[config.mk]
export PLATFORM = sky130hd
export DESIGN_NAME = core_sequencer_flat
export DESIGN_NICKNAME = d
export VERILOG_FILES = /design/src/rtl/core_sequencer_if.sv /design/src/rtl/core_sequencer.sv /design/src/flat_wrapper.sv
export SDC_FILE = /design/constraint.sdc
export NUM_CORES = 1
export LEC_CHECK = 0
export ABC_AREA = 1
export BUFFER_PORTS_ARGS = -buffer_cell sky130_fd_sc_hd__buf_2
export CORE_MARGIN = 4
export CORE_UTILIZATION = 40
export DETAILED_ROUTE_END_ITERATION = 8
export GPL_ROUTABILITY_DRIVEN = 0
export PLACE_DENSITY = 0.7
export SLEW_MARGIN = 5
export SYNTH_ARGS = -nofsm -noshare
export SYNTH_HDL_FRONTEND = slang
export SYNTH_SLANG_ARGS = --single-unit
[constraint.sdc]
create_clock -name clk -period 6.5 [get_ports clk]
set_input_delay 0.975 -clock clk [delete_from_list [all_inputs] [get_ports clk]]
set_output_delay 0.975 -clock clk [all_outputs]
set_load 0.005 [all_outputs]
[src/rtl/core_sequencer_if.sv]
// core_sequencer_if: groups the sequencer's handshake, decode-class and status
// signals into one bundle.
//   master : the sequencer side (drives strobes, stack address, status)
//   slave  : the core/memory side (drives run, mem_ready, decode classes)
interface core_sequencer_if;
  logic        run;
  logic        mem_ready;
  logic        dec_mem_read;
  logic        dec_mem_write;
  logic        dec_push;
  logic        dec_pop;
  logic        dec_reg_write;
  logic        dec_jump;
  logic        if_req;
  logic        ir_write;
  logic        pc_write;
  logic        mem_read;
  logic        mem_write;
  logic        reg_write;
  logic [31:0] stack_addr;
  logic [31:0] sp;
  logic [2:0]  stage;
  logic        fault;
  logic [1:0]  fault_code;
  logic [31:0] retired;

  modport master (
    input  run, mem_ready, dec_mem_read, dec_mem_write, dec_push, dec_pop,
           dec_reg_write, dec_jump,
    output if_req, ir_write, pc_write, mem_read, mem_write, reg_write,
           stack_addr, sp, stage, fault, fault_code, retired
  );

  modport slave (
    output run, mem_ready, dec_mem_read, dec_mem_write, dec_push, dec_pop,
           dec_reg_write, dec_jump,
    input  if_req, ir_write, pc_write, mem_read, mem_write, reg_write,
           stack_addr, sp, stage, fault, fault_code, retired
  );
endinterface

[src/rtl/core_sequencer.sv]
// core_sequencer: multicycle FETCH/DECODE/EXECUTE/MEMORY/WRITEBACK sequencer
// for the MUSA core. It issues registered one-cycle write strobes, handshakes
// memory through mem_ready with a wait-cycle timeout, and owns the push/pop
// stack pointer.
//   clk : rising-edge clock
//   rst : asynchronous active-low reset
//   bus : core_sequencer_if.master (run/mem_ready/decode classes in; strobes,
//         stack_addr, sp, stage, fault, fault_code, retired out)
module core_sequencer #(
  parameter logic [31:0] SP_RESET    = 32'h0000_03FC,
  parameter logic [31:0] SP_LIMIT    = 32'h0000_0200,
  parameter int unsigned MEM_TIMEOUT = 15
) (
  input logic              clk,
  input logic              rst,
  core_sequencer_if.master bus
);

  localparam int unsigned WAIT_W = 4;

  typedef enum logic [2:0] {
    S_IDLE      = 3'd0,
    S_FETCH     = 3'd1,
    S_DECODE    = 3'd2,
    S_EXECUTE   = 3'd3,
    S_MEMORY    = 3'd4,
    S_WRITEBACK = 3'd5,
    S_FAULT     = 3'd6
  } state_t;

  typedef struct packed {
    logic rd;
    logic wr;
    logic push;
    logic pop;
    logic rw;
    logic jump;
  } cls_t;

  state_t              r_state, w_next;
  cls_t                r_cls, w_cls_next, w_dec;
  logic [31:0]         r_sp, w_sp_next, r_retired, w_retired_next, w_sp_m4;
  logic [WAIT_W-1:0]   r_wait, w_wait_next;
  logic                r_fault, w_fault_next;
  logic [1:0]          r_fault_code, w_code_next;
  logic                r_if_req, r_ir_write, r_pc_write, r_mem_read, r_mem_write, r_reg_write;
  logic                w_if_req_next, w_ir_write_next, w_pc_write_next;
  logic                w_mem_read_next, w_mem_write_next, w_reg_write_next;
  logic                w_multi, w_ovf, w_timeout, w_retire;

  assign w_dec = {bus.dec_mem_read, bus.dec_mem_write, bus.dec_push, bus.dec_pop,
                  bus.dec_reg_write, bus.dec_jump};

  // More than one memory class in the same instruction is illegal.
  assign w_multi = (3'(w_dec.rd) + 3'(w_dec.wr) + 3'(w_dec.push) + 3'(w_dec.pop)) > 3'd1;

  // sp below 4 would wrap on the decrement, so it counts as overflow too.
  assign w_sp_m4   = r_sp - 32'd4;
  assign w_ovf     = (r_sp < 32'd4) || (w_sp_m4 < SP_LIMIT);
  assign w_timeout = (r_wait == WAIT_W'(MEM_TIMEOUT));

  // Next-state, datapath and next-strobe logic.
  always_comb begin
    w_next           = r_state;
    w_cls_next       = r_cls;
    w_sp_next        = r_sp;
    w_retired_next   = r_retired;
    w_wait_next      = r_wait;
    w_fault_next     = r_fault;
    w_code_next      = r_fault_code;
    w_retire         = 1'b0;
    w_ir_write_next  = 1'b0;
    w_pc_write_next  = 1'b0;

    case (r_state)
      S_IDLE: begin
        if (bus.run) begin
          w_next      = S_FETCH;
          w_wait_next = '0;
        end
      end
      S_FETCH: begin
        if (bus.mem_ready) begin
          w_ir_write_next = 1'b1;
          w_pc_write_next = 1'b1;
          w_next          = S_DECODE;
        end else if (w_timeout) begin
          w_next      = S_FAULT;
          w_code_next = 2'd3;
        end else begin
          w_wait_next = r_wait + WAIT_W'(1);
        end
      end
      S_DECODE: begin
        w_cls_next = w_dec;
        if (w_multi) begin
          w_next      = S_FAULT;
          w_code_next = 2'd0;
        end else if (w_dec.push && w_ovf) begin
          w_next      = S_FAULT;
          w_code_next = 2'd1;
        end else if (w_dec.pop && (r_sp == SP_RESET)) begin
          w_next      = S_FAULT;
          w_code_next = 2'd2;
        end else begin
          w_next = S_EXECUTE;
        end
      end
      S_EXECUTE: begin
        if (r_cls.jump) begin
          w_pc_write_next = 1'b1;
          w_retire        = 1'b1;
        end else if (r_cls.rd || r_cls.wr || r_cls.push || r_cls.pop) begin
          w_next      = S_MEMORY;
          w_wait_next = '0;
        end else if (r_cls.rw) begin
          w_next = S_WRITEBACK;
        end else begin
          w_retire = 1'b1;
        end
      end
      S_MEMORY: begin
        if (bus.mem_ready) begin
          if (r_cls.push) w_sp_next = w_sp_m4;
          if (r_cls.pop)  w_sp_next = r_sp + 32'd4;
          if (r_cls.rd || r_cls.pop) w_next = S_WRITEBACK;
          else                       w_retire = 1'b1;
        end else if (w_timeout) begin
          w_next      = S_FAULT;
          w_code_next = 2'd3;
        end else begin
          w_wait_next = r_wait + WAIT_W'(1);
        end
      end
      S_WRITEBACK: w_retire = 1'b1;
      S_FAULT:     w_next   = S_FAULT;
      default:     w_next   = S_FAULT;
    endcase

    // Retirement returns to FETCH or, once run has dropped, parks in IDLE.
    if (w_retire) begin
      w_retired_next = r_retired + 32'd1;
      w_cls_next     = '0;
      w_wait_next    = '0;
      w_next         = bus.run ? S_FETCH : S_IDLE;
    end

    if (w_next == S_FAULT) w_fault_next = 1'b1;

    // Request strobes follow the state being entered so they are Moore outputs.
    w_if_req_next    = (w_next == S_FETCH);
    w_mem_read_next  = (w_next == S_MEMORY) && (w_cls_next.rd || w_cls_next.pop);
    w_mem_write_next = (w_next == S_MEMORY) && (w_cls_next.wr || w_cls_next.push);
    w_reg_write_next = (w_next == S_WRITEBACK);
  end

  // State, datapath and output registers.
  always_ff @(posedge clk or negedge rst) begin
    if (!rst) begin
      r_state      <= S_IDLE;
      r_cls        <= '0;
      r_sp         <= SP_RESET;
      r_retired    <= '0;
      r_wait       <= '0;
      r_fault      <= 1'b0;
      r_fault_code <= 2'd0;
      r_if_req     <= 1'b0;
      r_ir_write   <= 1'b0;
      r_pc_write   <= 1'b0;
      r_mem_read   <= 1'b0;
      r_mem_write  <= 1'b0;
      r_reg_write  <= 1'b0;
    end else begin
      r_state      <= w_next;
      r_cls        <= w_cls_next;
      r_sp         <= w_sp_next;
      r_retired    <= w_retired_next;
      r_wait       <= w_wait_next;
      r_fault      <= w_fault_next;
      r_fault_code <= w_code_next;
      r_if_req     <= w_if_req_next;
      r_ir_write   <= w_ir_write_next;
      r_pc_write   <= w_pc_write_next;
      r_mem_read   <= w_mem_read_next;
      r_mem_write  <= w_mem_write_next;
      r_reg_write  <= w_reg_write_next;
    end
  end

  // Stack address is combinational from the latched class and sp.
  assign bus.stack_addr = r_cls.push ? w_sp_m4 : (r_cls.pop ? r_sp : 32'd0);
  assign bus.sp         = r_sp;
  assign bus.stage      = r_state;
  assign bus.fault      = r_fault;
  assign bus.fault_code = r_fault_code;
  assign bus.retired    = r_retired;
  assign bus.if_req     = r_if_req;
  assign bus.ir_write   = r_ir_write;
  assign bus.pc_write   = r_pc_write;
  assign bus.mem_read   = r_mem_read;
  assign bus.mem_write  = r_mem_write;
  assign bus.reg_write  = r_reg_write;

endmodule

[src/flat_wrapper.sv]
// flat-port wrapper written by rule: the top's interface ports become plain ports
module core_sequencer_flat 
#(
  parameter logic [31:0] SP_RESET    = 32'h0000_03FC,
  parameter logic [31:0] SP_LIMIT    = 32'h0000_0200,
  parameter int unsigned MEM_TIMEOUT = 15
)
  (clk, rst, bus_run, bus_mem_ready, bus_dec_mem_read, bus_dec_mem_write, bus_dec_push, bus_dec_pop, bus_dec_reg_write, bus_dec_jump, bus_if_req, bus_ir_write, bus_pc_write, bus_mem_read, bus_mem_write, bus_reg_write, bus_stack_addr, bus_sp, bus_stage, bus_fault, bus_fault_code, bus_retired);
  core_sequencer_if bus_i ();
  input logic clk;
  input logic rst;
  input wire logic [$bits(bus_i.run)-1:0] bus_run;
  input wire logic [$bits(bus_i.mem_ready)-1:0] bus_mem_ready;
  input wire logic [$bits(bus_i.dec_mem_read)-1:0] bus_dec_mem_read;
  input wire logic [$bits(bus_i.dec_mem_write)-1:0] bus_dec_mem_write;
  input wire logic [$bits(bus_i.dec_push)-1:0] bus_dec_push;
  input wire logic [$bits(bus_i.dec_pop)-1:0] bus_dec_pop;
  input wire logic [$bits(bus_i.dec_reg_write)-1:0] bus_dec_reg_write;
  input wire logic [$bits(bus_i.dec_jump)-1:0] bus_dec_jump;
  output wire logic [$bits(bus_i.if_req)-1:0] bus_if_req;
  output wire logic [$bits(bus_i.ir_write)-1:0] bus_ir_write;
  output wire logic [$bits(bus_i.pc_write)-1:0] bus_pc_write;
  output wire logic [$bits(bus_i.mem_read)-1:0] bus_mem_read;
  output wire logic [$bits(bus_i.mem_write)-1:0] bus_mem_write;
  output wire logic [$bits(bus_i.reg_write)-1:0] bus_reg_write;
  output wire logic [$bits(bus_i.stack_addr)-1:0] bus_stack_addr;
  output wire logic [$bits(bus_i.sp)-1:0] bus_sp;
  output wire logic [$bits(bus_i.stage)-1:0] bus_stage;
  output wire logic [$bits(bus_i.fault)-1:0] bus_fault;
  output wire logic [$bits(bus_i.fault_code)-1:0] bus_fault_code;
  output wire logic [$bits(bus_i.retired)-1:0] bus_retired;
  assign bus_i.run = bus_run;
  assign bus_i.mem_ready = bus_mem_ready;
  assign bus_i.dec_mem_read = bus_dec_mem_read;
  assign bus_i.dec_mem_write = bus_dec_mem_write;
  assign bus_i.dec_push = bus_dec_push;
  assign bus_i.dec_pop = bus_dec_pop;
  assign bus_i.dec_reg_write = bus_dec_reg_write;
  assign bus_i.dec_jump = bus_dec_jump;
  assign bus_if_req = bus_i.if_req;
  assign bus_ir_write = bus_i.ir_write;
  assign bus_pc_write = bus_i.pc_write;
  assign bus_mem_read = bus_i.mem_read;
  assign bus_mem_write = bus_i.mem_write;
  assign bus_reg_write = bus_i.reg_write;
  assign bus_stack_addr = bus_i.stack_addr;
  assign bus_sp = bus_i.sp;
  assign bus_stage = bus_i.stage;
  assign bus_fault = bus_i.fault;
  assign bus_fault_code = bus_i.fault_code;
  assign bus_retired = bus_i.retired;
  core_sequencer #(.SP_RESET(SP_RESET), .SP_LIMIT(SP_LIMIT), .MEM_TIMEOUT(MEM_TIMEOUT)) u_core (.clk(clk), .rst(rst), .bus(bus_i));
endmodule
==> impl_metrics.env <==
export IMPL_dr_total_vias=5760
export IMPL_vias_in_the_first_global_route=5479
export IMPL_p_leak_nw=3.41
export IMPL_drt_total_wl_um=17000
export IMPL_detailed_route_iter0_violations=300
export IMPL_met3_length_um=1430
export IMPL_pin_count_of_the_biggest_net_entering_global_routing=54
export IMPL_die_h_um=130
export IMPL_cts_inserted_buffers=9
export IMPL_cts_sinks=84
export IMPL_finalSetupViolCount=0
export IMPL_max_clock_freq_mhz=245
export IMPL_synth_area_top_cells="sky130_fd_sc_hd__dfrtp_1 (32%), sky130_fd_sc_hd__nand2_1 (11%), sky130_fd_sc_hd__xor2_1 (7.3%)"
export IMPL_hold_start="u_core.bus.fault"
export IMPL_rsz0062_at_grt="false"
export IMPL_die_x_um=130
export IMPL_clk_path_buf_depth=2
export IMPL_routed_wl_met2_um=8090
export IMPL_final_antenna_net_count=0
export IMPL_worst_r2r_endpoint="u_core.bus.retired[30]"
export IMPL_placed_cell_area_um2=6680
export IMPL_power_density_cell_area_nw_per_um2=404
export IMPL_detailed_placement_wirelength_estimate_um=12900
export IMPL_timing_critical_path_arrival_ps=3110
export IMPL_pin_count=118
export IMPL_ys_seq_elements=84
export IMPL_route_detailed_drc=0
export IMPL_period_minus_slack_ps=4080
export IMPL_clock_insertion_delay_worst_skew_ps=350
export IMPL_synthCells=807
export IMPL_finalHoldWorstSlack_ps=465
export IMPL_port_buffer_count=113
export IMPL_grt_antenna_before_repair=0
export IMPL_most_common_layout_cells="sky130_fd_sc_hd__nand2_1 (179), sky130_fd_sc_hd__buf_2 (112), sky130_fd_sc_hd__nor2_1 (87), sky130_fd_sc_hd__inv_1 (81), sky130_fd_sc_hd__dfrtp_1 (76)"
export IMPL_hold_viol_final=0
export IMPL_synthesis_area_um2=5990
export IMPL_synth_largest_area_cell="sky130_fd_sc_hd__dfrtp_1"
export IMPL_timing_max_cap_violations=0
export IMPL_synth_enable_flop_cells=0
export IMPL_fp_dieArea_um2=17000
export IMPL_cts_hold_repair_buffers=0
export IMPL_top_layer="met4"
export IMPL_globalRoute_totalOverflow=0
export IMPL_run_status="finished clean"
export IMPL_final_skew_ps=6.24
export IMPL_avgRoutedWirePerCell_um=15.5
export IMPL_syn_area_per_cell_um2=7.43
export IMPL_crit_path_end_kind="output port"
export IMPL_ys_async_sr_fraction_pct=100
export IMPL_post_cts_buffers=0
export IMPL_worst_r2r_cell_count=15
export IMPL_drt_vias_per_instance=5.25
export IMPL_maximum_net_fanout_on_the_critical_path=30
export IMPL_synth_yosys_seq_area_share_pct=35.2
export IMPL_synth_largest_type_area_fraction_pct=31.7
export IMPL_htree_levels=3
export IMPL_groute_usage_overall_pct=20.4
export IMPL_path_clk_slew_ps=60
export IMPL_drive_gt1_share_pct=24.4
export IMPL_rr_startpoint="u_core.r_cls[3]"
export IMPL_initial_core_util_pct=41.1
export IMPL_syn_to_final_growth_pct=16.1
export IMPL_critical_path_required_ps=5520
export IMPL_cts_root_buffer_cell="sky130_fd_sc_hd__clkbuf_16"
export IMPL_synth_distinct_cells=48
export IMPL_report_final_slew_viol_count=0
export IMPL_leading_cell_type_in_the_layout_fill_and_taps_excluded="sky130_fd_sc_hd__nand2_1"
export IMPL_worst_slew_margin_rel_pct=33.3
export IMPL_reg2reg_slack_ps=3230
export IMPL_vdd_ir_drop_max_v=0.000232
export IMPL_hold_class="register to register"
export IMPL_holdPathStages=2
export IMPL_start_kind="register"
export IMPL_finalCritPeriodShare_pct=62.8
export IMPL_yosysWarningCount=0
export IMPL_row_count=44
export IMPL_core_region_area_um2=14600
export IMPL_met1_wire_length_um=7190
export IMPL_hold_crit_endpoint="u_core.bus.fault"
export IMPL_synth_flop_type="sky130_fd_sc_hd__dfrtp_1"
export IMPL_worst_slew_pin_transition_ps=998
export IMPL_stdcell_area_um2=6960
export IMPL_grt_first_pass_wirelength_um=27600
export IMPL_firstDrtPassIters=5
export IMPL_crit_type="register to output port"
export IMPL_antenna_cells_inserted=0
export IMPL_nets=924
export IMPL_tritoncts="done"
export IMPL_setup_tns_ps=0
export IMPL_post_cts_resized_instances=0
[metrics by stage]
step	worst slack [ps]	std cells	total power, mW	util [%]
after global placement	2910	1081	2.30	45.8
final	2420	1097	2.81	47.7
after global routing	2170	1097	3.06	47.7
after CTS	2390	1097	2.82	47.7
after floorplan	3990	810	1.85	-
after detailed placement	2780	1081	2.31	45.8
[cell families after synthesis]
logic type,share of synthesized area [%]
AND/OR/NAND/NOR,32.2
XOR/XNOR,9.21
adder cells (fa/ha/maj),1.25
other,0.0626
flip-flops,35.2
AO/OA/AOI/OAI,13.6
buffers and inverters,8.41
[worst max path at each step]
stage / startpoint / endpoint / slack, ps / cells past startpoint
after floorplan: u_core.bus.sp[2] / bus_stack_addr[16] / 3990 / 8
after global placement: u_core.r_cls[3] / bus_stack_addr[27] / 2910 / 4
after detailed placement: u_core.r_cls[3] / bus_stack_addr[16] / 2780 / 4
after CTS: u_core.r_cls[3] / bus_stack_addr[27] / 2390 / 4
after global routing: u_core.r_cls[3] / bus_stack_addr[20] / 2170 / 4
final: u_core.r_cls[3] / bus_stack_addr[29] / 2420 / 4
[Yosys cell counts, drive strengths merged, types with 2 or more instances]
| cell | instances |
|---|---|
| a21oi | 28 |
| a22oi | 3 |
| a31oi | 3 |
| buf | 12 |
| clkbuf | 18 |
| dfrtp | 76 |
| dfstp | 8 |
| ha | 6 |
| inv | 90 |
| nand2 | 194 |
| nand3 | 29 |
| nand3b | 2 |
| nand4 | 16 |
| nor2 | 122 |
| nor3 | 21 |
| nor4 | 5 |
| o211ai | 17 |
| o21ai | 66 |
| o22ai | 18 |
| xnor2 | 13 |
| xor2 | 50 |
[flip-flops by register name, indices dropped and copies added, names as in the netlist, 2 cells and up]
| register | count |
|---|---|
| u_core.bus.stage | 3 |
| u_core.bus.fault_code | 2 |
| u_core.r_wait | 4 |
| u_core.bus.sp | 30 |
| u_core.bus.retired | 32 |
| u_core.r_cls | 6 |
[power breakdown]
group          leakage, nW  switching, mW  internal (mW)
registers             1.04          0.271          0.692
logic                 2.24          0.870          0.480
clock network        0.136          0.228          0.271
total                 3.41           1.37           1.44
[area by class of cell]
class	instances	area [um2]
multi-input combinational	605	3400
fill	1433	7630
timing repair buffer	117	598
clock buffer	11	243
clock inverter	5	35.0
inverter	91	342
sequential	84	2110
tap	184	230
[worst max-delay path, cell delays in order, from the launching register on]
cell                      delay (ps)
sky130_fd_sc_hd__dfrtp_1         930
sky130_fd_sc_hd__inv_1           560
sky130_fd_sc_hd__nand2_1         890
sky130_fd_sc_hd__o21ai_0         200
sky130_fd_sc_hd__buf_2           180
[per-layer routing]
| layer | up-vias | global-route usage [%] |
|---|---|---|
| met5 | - | 0 |
| met4 | 0 | 5.14 |
| met3 | 22 | 6.10 |
| met2 | 197 | 33.5 |
| met1 | 2715 | 26.4 |
| li1 | 2826 | - |
(Power assumes the default switching activity.)
